`src/rtl/wb_arbiter.sv`:
```
// Two-requester Wishbone arbiter with round-robin grant, one transaction per grant,
// and a watchdog that terminates a cycle the slave never acknowledges.
module wb_arbiter #(
   parameter int AW     = 15,
   parameter int DW     = 32,
   parameter int TOBITS = 8
) (
   input  logic          clk,
   input  logic          arst,
   input  logic [AW-1:0] m0_adr_i,
   input  logic [DW-1:0] m0_dat_i,
   input  logic          m0_we_i,
   input  logic          m0_stb_i,
   output logic [DW-1:0] m0_dat_o,
   output logic          m0_ack_o,
   input  logic [AW-1:0] m1_adr_i,
   input  logic [DW-1:0] m1_dat_i,
   input  logic          m1_we_i,
   input  logic          m1_stb_i,
   output logic [DW-1:0] m1_dat_o,
   output logic          m1_ack_o,
   output logic [AW-1:0] s_adr_o,
   output logic [DW-1:0] s_dat_o,
   output logic          s_we_o,
   output logic          s_stb_o,
   input  logic [DW-1:0] s_dat_i,
   input  logic          s_ack_i,
   output logic [1:0]    gnt_o,
   output logic          tmo_o
);

   typedef enum logic [1:0] {
      IDLE  = 2'd0,
      BUSY0 = 2'd1,
      BUSY1 = 2'd2
   } state_e;

   state_e            state_q, state_d;
   logic              last_q, last_d;
   logic [TOBITS-1:0] wdog_q, wdog_d;

   logic              sel;
   logic              curStb;
   logic              ackOut;
   logic [DW-1:0]     datOut;

   always_ff @(posedge clk or posedge arst) begin
      if (arst) begin
         state_q <= IDLE;
         last_q  <= 1'b1;
         wdog_q  <= '0;
      end else begin
         state_q <= state_d;
         last_q  <= last_d;
         wdog_q  <= wdog_d;
      end
   end

   // Everything on the shared bus is zero while idle, so reset forces all outputs low.
   always_comb begin
      state_d  = state_q;
      last_d   = last_q;
      wdog_d   = wdog_q;
      sel      = (state_q == BUSY1);
      curStb   = 1'b0;
      ackOut   = 1'b0;
      datOut   = '0;
      s_adr_o  = '0;
      s_dat_o  = '0;
      s_we_o   = 1'b0;
      s_stb_o  = 1'b0;
      gnt_o    = 2'b00;
      tmo_o    = 1'b0;
      m0_ack_o = 1'b0;
      m1_ack_o = 1'b0;
      m0_dat_o = '0;
      m1_dat_o = '0;

      case (state_q)
         IDLE: begin
            if (m0_stb_i && (!m1_stb_i || last_q)) begin
               state_d = BUSY0;
               wdog_d  = '0;
            end else if (m1_stb_i) begin
               state_d = BUSY1;
               wdog_d  = '0;
            end
         end

         BUSY0, BUSY1: begin
            curStb  = sel ? m1_stb_i : m0_stb_i;
            s_adr_o = sel ? m1_adr_i : m0_adr_i;
            s_dat_o = sel ? m1_dat_i : m0_dat_i;
            s_we_o  = sel ? m1_we_i  : m0_we_i;
            s_stb_o = curStb;
            gnt_o   = sel ? 2'b10 : 2'b01;
            datOut  = s_dat_i;

            // A real ack wins over the watchdog when both land on the same cycle.
            if (!curStb) begin
               state_d = IDLE;
               last_d  = sel;
            end else if (s_ack_i) begin
               ackOut  = 1'b1;
               state_d = IDLE;
               last_d  = sel;
            end else if (&wdog_q) begin
               ackOut  = 1'b1;
               datOut  = '1;
               tmo_o   = 1'b1;
               state_d = IDLE;
               last_d  = sel;
            end else begin
               wdog_d = wdog_q + 1'b1;
            end

            if (sel) begin
               m1_ack_o = ackOut;
               m1_dat_o = datOut;
            end else begin
               m0_ack_o = ackOut;
               m0_dat_o = datOut;
            end
         end

         default: state_d = IDLE;
      endcase
   end

endmodule

```
`config.mk`:
```
export PLATFORM = sky130hd
export DESIGN_NAME = wb_arbiter
export DESIGN_NICKNAME = d
export VERILOG_FILES = /design/src/rtl/wb_arbiter.sv
export SDC_FILE = /design/constraint.sdc
export NUM_CORES = 1
export LEC_CHECK = 0
export BUFFER_PORTS_ARGS = -buffer_cell sky130_fd_sc_hd__buf_2
export CAP_MARGIN = 25
export CORE_AREA = 2 2 98 100
export CTS_CLUSTER_SIZE = 12
export DETAILED_ROUTE_END_ITERATION = 6
export DIE_AREA = 0 0 100 102
export GPL_ROUTABILITY_DRIVEN = 1
export HOLD_SLACK_MARGIN = 0.06
export SLEW_MARGIN = 20
export SYNTH_ARGS = -nofsm -noshare
export SYNTH_HDL_FRONTEND = slang
export SYNTH_SLANG_ARGS = --single-unit
```
`constraint.sdc`:
```
create_clock -name clk -period 2.6 [get_ports clk]
set_input_delay 0.52 -clock clk [delete_from_list [all_inputs] [get_ports clk]]
set_output_delay 0.52 -clock clk [all_outputs]
set_load 0.03 [all_outputs]
```
# [Yosys cells after proc, flatten, opt, wreduce, memory -nomap -nowiden]
# Index checks and enable logic that the tools add are counted.
[word_totals] register_bits=11 inputBits=133 out_inout_bits=118
[op_classes] add_sub_neg=1 n_eq_ne=8 mux=42 n_reduce_logical=10
[ops] op="two-way mux 32 bit" n=9
[ops] op="two-way mux 8 bit" n=5
[ops] op="two-way mux 15 bit" n=2
[ops] op="two-way mux 1 bit" n=17
[ops] op="one-hot mux 8 bit (2 select lines)" n=1
[ops] op="two-way mux 2 bit" n=7
[ops] op="adder 8 x 1 -> 8 bit, second input constant" n=1
[ops] op="AND reduction 8 bit" n=1
[ops] op="!= test 2 bit, second input constant" n=3
[ops] op="AND reduction 5 bit" n=1
[ops] op="!= test 4 bit, second input constant" n=1
[ops] op="one-hot mux 2 bit (2 select lines)" n=1
[ops] op="AND reduction 2 bit" n=2
[ops] op="!= test 3 x 2 -> 1 bit, second input constant" n=1
[ops] op="!= test 3 bit, second input constant" n=1
[ops] op="== test 2 x 1 -> 1 bit, second input constant" n=1
[ops] op="== test 2 bit, second input constant" n=1
[ops] op="logical NOT 2 bit" n=1
[ops] op="nonzero test 2 bit" n=1
[ops] op="OR reduction 2 bit" n=1
[ops] op="logical AND 1 bit" n=1
[ops] op="logical NOT 1 bit" n=1
[ops] op="logical OR 1 bit" n=1

# [Depth between registers and ports, before layout]
# Gate-level depths: netlist of run 1.
[depth] word_depth=6 depth_mapped=8

# [Least setup slack after synthesis of run 1]
# No wires, ideal clock.
[synth_path] kind="register -> output" startpoint="register state_q[0]" endpoint="output port s_adr_o[0]" arrival_time_ps=1900 t_required_ps=2080 slack_ps=180 stages_incl_launch_ff=7 path_cell_list="dfrtp_1 inv_1 ha_1 clkbuf_1 clkbuf_1 clkbuf_1 nor2b_1"
[synth_between] elab_chain_cells=3 word_cells_on_any_way=5 cone_classes="2 x eq/ne; 2 x mux; 1 x reduce/logical"
[synth_rtl] item="start: declaration" line_no="38" rtl="state_e state_q, state_d;"
[synth_rtl] item="start signal: assignment" line_no="53" rtl="state_q <= state_d;"
[synth_rtl] item="== test 2 bit / == test 2 x 1 -> 1 bit (equally long branches)" line_no="64, 79"
[synth_rtl] item="two-way mux 15 bit / OR reduction 2 bit (equally long branches)" line_no="92, 79"
[synth_rtl] item="two-way mux 15 bit (*)" line_no="79" rtl="case (state_q)"
[synth_rtl] item="end: declaration" line_no="22" rtl="output logic [AW-1:0] s_adr_o,"
# Every way passes the cells marked *; elsewhere a longest branch is shown, timed or not.

# [Final worst setup path of run 1]
[layout_path] startpoint="register wdog_q[1]" endpoint="output port m1_dat_o[7]"
[layout_between] elab_chain_cells=6
[layout_rtl] item="start: declaration" line_no="40" rtl="logic [TOBITS-1:0] wdog_q, wdog_d;"
[layout_rtl] item="start signal: assignment" line_no="55" rtl="wdog_q <= wdog_d;"
[layout_rtl] item="AND reduction 8 bit" line_no="107" rtl="end else if (&wdog_q) begin"
[layout_rtl] item="two-way mux 32 bit" line_no="107"
[layout_rtl] item="two-way mux 32 bit" line_no="103" rtl="end else if (s_ack_i) begin"
[layout_rtl] item="two-way mux 32 bit" line_no="100" rtl="if (!curStb) begin"
[layout_rtl] item="two-way mux 32 bit" line_no="117" rtl="if (sel) begin"
[layout_rtl] item="two-way mux 32 bit" line_no="79"
[layout_rtl] item="end: declaration" line_no="20" rtl="output logic [DW-1:0] m1_dat_o,"
# Every way passes these cells.

==> summary.md, run 1 <==
| Metric | Value |
|---|---|
| Slew @ Worst Pin | 0.590 ns |
| Die Span Y | 102 µm |
| Worst Path Required | 2.08 ns |
| Maxcap violations | 0 |
| CTS clk-pin slew, worst paths | 0.05 ns |
| Top area cells in the synthesized netlist | mux2i_1 (22%), o21a_1 (22%), nor2b_1 (14%) |
| Worst hold slack | 0.283 ns |
| Grt total ovfl | 0 |
| Final-stage net count | 653 |
| Vias in the first global route | 2513 |
| Setup Skew | 0.00206 ns |
| Status | finished, final reports clean |
| Core Area | 0.00911 mm² |
| Setup_tns | 0 ns |
| Kind of end point of the critical path | output pin |
| Max Clock Freq | 0.400 GHz |
| Total wire length | 8730 µm |
| Remaining routing DRC violations | 0 |
| Leading area contributor after synthesis | mux2i_1 |
| Max-slew violation count | 0 |
| WL/cell | 13.9 µm |
| CTS HTree Levels | 1 |
| IO buf count | 250 |
| Max_slew headroom | 60.4% |
| Most common cell after layout, fill and taps aside | buf_2 |
| Main synth FF type | dfrtp_1 |
| Mapped Cells | 282 |
| Gpl congestion | 0.749 |
| Post-route cell area | 0.00368 mm² |
| CTS max path bufs | 2 |
| Maximum vdd ir drop | 0.405 mV |
| CP max stage delay | 0.42 ns |
| Final cycle utilization of the critical path | 96.0% |
| Crit path max-delay cell type | dfrtp_1 |
| CP arrival | 1.98 ns |
| DRT iter0 DRCs | 59 |
| Post-synth EDFFs | 0 |
| DIE AREA | 0.0102 mm² |
| Synth warn | 0 |
| Final Hold Viols | 0 |
| Root buffer cell | clkbuf_8 |
| Crit start category | flop |
| I/O pin cnt | 251 |
| Yosys cell types | 40 |
| Vias post-DR | 2917 |
| Drt pass-1 iters | 4 |
| Synthesized area | 0.00221 mm² |
| Row Count | 35 |
| Initial Util | 24.3% |
| Initial antenna violation count | 0 |
| Avg Cell Area, Syn | 7.85 µm² |
| TritonCTS clock tree | built |
| Most frequent cells in the layout | buf_2 (249), o21a_1 (64), nor2b_1 (49), mux2i_1 (48), nand2_1 (21) |
| Skew-Pair Late Insertion Delay | 0.24 ns |
| Placed cell areas | 0.00354 mm² |
| Min-delay worst type | input port to async pin |
| Post-layout min period | 2.50 ns |
| Die Span X | 100 µm |
| Yosys reg bits | 11 |
| Ys async rst share | 100% |
| Area growth from synthesis to layout | 66.3% |
| Cell family with most CP delay | buffers and inverters |
| DP Wirelength | 6920 µm |
| Layout cells sized above 1 | 54.2% |
| RSZ-0062 raised after global routing | false |
| Top-area cell type share of the netlist area | 22.1% |
| Antenna fix cells | 0 |
| Crit-path cells | ha_4 -> and3_4 -> nand2_1 -> nor3_4 -> buf_4 -> buf_16 -> o21a_1 -> buf_2 |
| GRT Util Overall | 14.1% |
| Clk sinks | 11 |
| PwrDens | 1220 mW/mm² |
| Hold_buf cts | 0 |
| Pleak | 2.02 nW |
| First-pass GRT wire length | 12000 µm |
| Vias per cell | 4.66 |
| Crit path kind | flop to output pin |
| Number of buffers created by CTS | 3 |
| Setup violations, final | 0 |
| Buf/Inv on CP | 3 |
| Mapped Nets | 419 |
| Seq/Total Area, Yosys | 12.5% |
| Worst Path Max Fanout | 32 |
| Largest net degree at the start of global routing | 56 |
| Antenna-violating nets left | 0 |
-- kinds of logic after synthesis --
family,synth area share [%]
and+or+nand+nor,26.3
xor gates and xnor gates,0.396
muxes,22.7
DFF,12.5
buffers and inverters,8.08
adders and majority gates,2.26
AOI/OAI and AO/OA,27.8
-- cell type report --
class,instances,area (µm²)
fill,933,5430
multi-input combinational,235,1810
timing repair buffer,261,1390
sequential,11,278
tap,111,139
clock buffer,4,45.0
inverter,4,15.0
-- synth_stat cells, types with 3 or more instances --
cell type and n:
o21a_1 64, nor2b_1 50, mux2i_1 49, nand2_1 21, clkbuf_1 15, dfrtp_1 10
nand3_1 7, buf_4 6, buf_2 5, buf_1 4, ha_1 4, inv_1 4
a211o_1 3, nor2_1 3, or4_1 3
-- worst reg2reg max path, stage by stage (launching register included) --
cell	delay, ns
dfrtp_1	0.38
inv_1	0.10
ha_4	0.20
mux2i_4	0.19
buf_4	0.15
a211o_1	0.45
or4_1	0.54
nand3_1	0.10
-- state kept, by name, summed over array words and instances (netlist names) --
name / cells
wdog_q: 8
state_q: 2
last_q: 1
-- final timing paths --
kind / start / end / slack [ns] / cells past startpoint
worst max-delay path: wdog_q[1] / m1_dat_o[7] / 0.10 / 8
max in group asynchronous: arst / wdog_q[0] / 1.97 / 2
worst min-delay path: arst / wdog_q[3] / 0.28 / 2
worst min register to register: wdog_q[5] / wdog_q[5] / 0.55 / 2
worst max register to register: state_q[0] / wdog_q[7] / 0.42 / 7
min in group clk: wdog_q[5] / wdog_q[5] / 0.55 / 2
-- routing by layer --
layer  global-route usage, %  up-vias  share of wire [%]
met2                    25.9      105                 52
li1                        -     1468                  -
met1                    17.9     1334                 42
met4                    2.85        0                1.3
met3                    1.78       10                5.3
met5                       0        -                  0
-- per-stage QoR --
step           util, %  cells  setup WS [ns]  total power [mW]
5_1_grt           40.4    626       0.000871              4.77
3_5_place_dp      38.9    619          0.227              4.27
4_1_cts           39.9    626         0.0136              4.46
6_report          40.4    626          0.103              4.48
3_3_place_gp      38.9    619          0.277              4.23
2_1_floorplan        -    282          0.180              3.22
-- timing repair --
item                       4_1_cts  5_1_grt
gates resized for setup          3        9
setup buffers                    2        0
pin swaps                        1        0
hold endpoints to repair         0        0
setup endpoints to repair       65       89
cloned                           1        0
-- report_power, final --
part	total, mW	switching [mW]	internal (mW)
registers	0.247	0.0388	0.208
logic	4.06	2.66	1.40
clock network	0.177	0.0688	0.108
total	4.48	2.77	1.72
No activity file was read; power rests on OpenSTA's default activity.
==> run 2: changes to the inputs <==
==> constraint.sdc (replaced) <==
create_clock -name clk -period 2.6 [get_ports clk]
set_input_delay 0.26 -clock clk [delete_from_list [all_inputs] [get_ports clk]]
set_output_delay 0.26 -clock clk [all_outputs]
set_load 0.03 [all_outputs]
==> summary.md, run 2 (same netlist as run 1, synthesis figures left out) <==
| Metric | Value |
|---|---|
| Status | finished, final reports clean |
| WL/cell | 13.7 µm |
| Die Span X | 100 µm |
| Root buffer cell | clkbuf_8 |
| Int Pwr | 1.64 mW |
| TritonCTS clock tree | built |
| CTS HTree Levels | 1 |
| Setup Skew | 0.00530 ns |
| Slew @ Worst Pin | 0.611 ns |
| Switching Fraction | 62.7% |
| Grt total ovfl | 0 |
| Post-layout min period | 2.41 ns |
| Final-stage net count | 650 |
| Die Span Y | 102 µm |
| RSZ-0062 raised after global routing | false |
| IO buf count | 250 |
| Setup_tns | 0 ns |
| Largest regs | wdog_q: 8 flops, state_q: 2 flops, last_q: 1 flops |
| Initial Util | 24.3% |
| Most common cell after layout, fill and taps aside | buf_2 |
| CP arrival | 2.15 ns |
| Clock share of power | 4.1% |
| Largest Register | wdog_q |
| PwrDens | 1230 mW/mm² |
| Total wire length | 8530 µm |
| Row Count | 35 |
| Post-CTS sizing | 0 |
| Min-delay worst type | input port to flop |
| Reg power frac | 5.4% |
| Core Area | 0.00911 mm² |
| Layout cells sized above 1 | 52.9% |
| Pleak | 1.99 nW |
| Vias per cell | 4.61 |
| Crit path kind | flop to output pin |
| Number of flip-flops in the largest register | 8 |
| Hold_buf cts | 1 |
| Most frequent cells in the layout | buf_2 (250), o21a_1 (64), mux2i_1 (49), nor2b_1 (49), nand2_1 (21) |
| Initial antenna violation count | 0 |
| CTS clk-pin slew, worst paths | 0.05 ns |
| Vias post-DR | 2875 |
| CTS max path bufs | 2 |
| Final cycle utilization of the critical path | 92.5% |
| Maximum vdd ir drop | 0.541 mV |
| Max_slew headroom | 59.0% |
| Gpl congestion | 0.790 |
| Utilization after layout | 39.2% |
| Crit start category | flop |
| Final Hold Viols | 0 |
| Remaining routing DRC violations | 0 |
| Post-CTS Setup Inserts | 0 |
| Maxcap violations | 0 |
| Setup violations, final | 0 |
| Max-slew violation count | 0 |
| Comb pwr share | 90.5% |
| DP Wirelength | 6790 µm |
| DRT iter0 DRCs | 76 |
| Worst Path Max Fanout | 65 |
| Skew-Pair Late Insertion Delay | 0.25 ns |
| Drt pass-1 iters | 4 |
| I/O pin cnt | 251 |
| Number of buffers created by CTS | 3 |
| Min setup slack post-route | 0.194 ns |
| DIE AREA | 0.0102 mm² |
| Psw | 2.76 mW |
| Antenna fix cells | 0 |
| Antenna-violating nets left | 0 |
| Max Clock Freq | 0.416 GHz |
| Dpl ws | 0.424 ns |
| Worst Path Required | 2.34 ns |
| Largest net degree at the start of global routing | 71 |
| Kind of end point of the critical path | output pin |
| Vias in the first global route | 2324 |
| Clk sinks | 11 |
| First-pass GRT wire length | 11700 µm |
| GRT Util Overall | 13.9% |
| Area growth from synthesis to layout | 61.4% |
run 2: metal layers:
| metal | vias up | share of wire, % | track usage [%] |
|---|---|---|---|
| met5 | - | 0 | 0 |
| met4 | 0 | 0.19 | 2.42 |
| met3 | 4 | 5.7 | 1.78 |
| met2 | 104 | 53 | 25.9 |
| met1 | 1312 | 41 | 17.5 |
| li1 | 1455 | - | - |
run 2: area by class of cell:
cell class                 instances  area (µm²)
clock buffer                       4        45.0
timing repair buffer             258        1330
multi-input combinational        235        1770
fill                             952        5530
sequential                        11         277
inverter                           4        15.0
tap                              111         139
run 2: critical path: stages, from the launching register on:
cell and delay, ns:
dfrtp_1 0.40, ha_1 0.26, and3_1 0.26, nand2_1 0.11, nor3_4 0.20, buf_12 0.27, o21a_1 0.16, buf_2 0.20
run 2: path summary, 6_finish.rpt:
check,start,depth (start not counted),slack (ns),to
max in group asynchronous,arst,3,1.70,last_q
max,wdog_q[0],7,0.19,m1_dat_o[23]
min reg2reg,wdog_q[5],2,0.54,wdog_q[5]
max reg2reg,state_q[0],6,0.43,state_q[0]
min,m0_stb_i,2,0.38,state_q[0]
min in group asynchronous,arst,3,0.55,wdog_q[0]
run 2: power groups by stage:
stage	Clock, mW	Sequential [mW]	Combinational [mW]
floorplan	0	0.233	2.99
global placement	0	0.239	3.95
detailed placement	0	0.242	4.00
CTS	0.181	0.239	4.02
global route	0.193	0.245	4.23
finish	0.178	0.239	3.98
run 2: stage by stage:
step | total power [mW] | cells | hold WS (ns) | cell area, µm²
floorplan | 3.22 | 282 | 0.112 | 2210
global placement | 4.19 | 618 | 0.296 | 3520
detailed placement | 4.24 | 618 | 0.292 | 3520
CTS | 4.44 | 623 | 0.385 | 3570
global route | 4.67 | 623 | 0.387 | 3570
finish | 4.40 | 623 | 0.379 | 3570
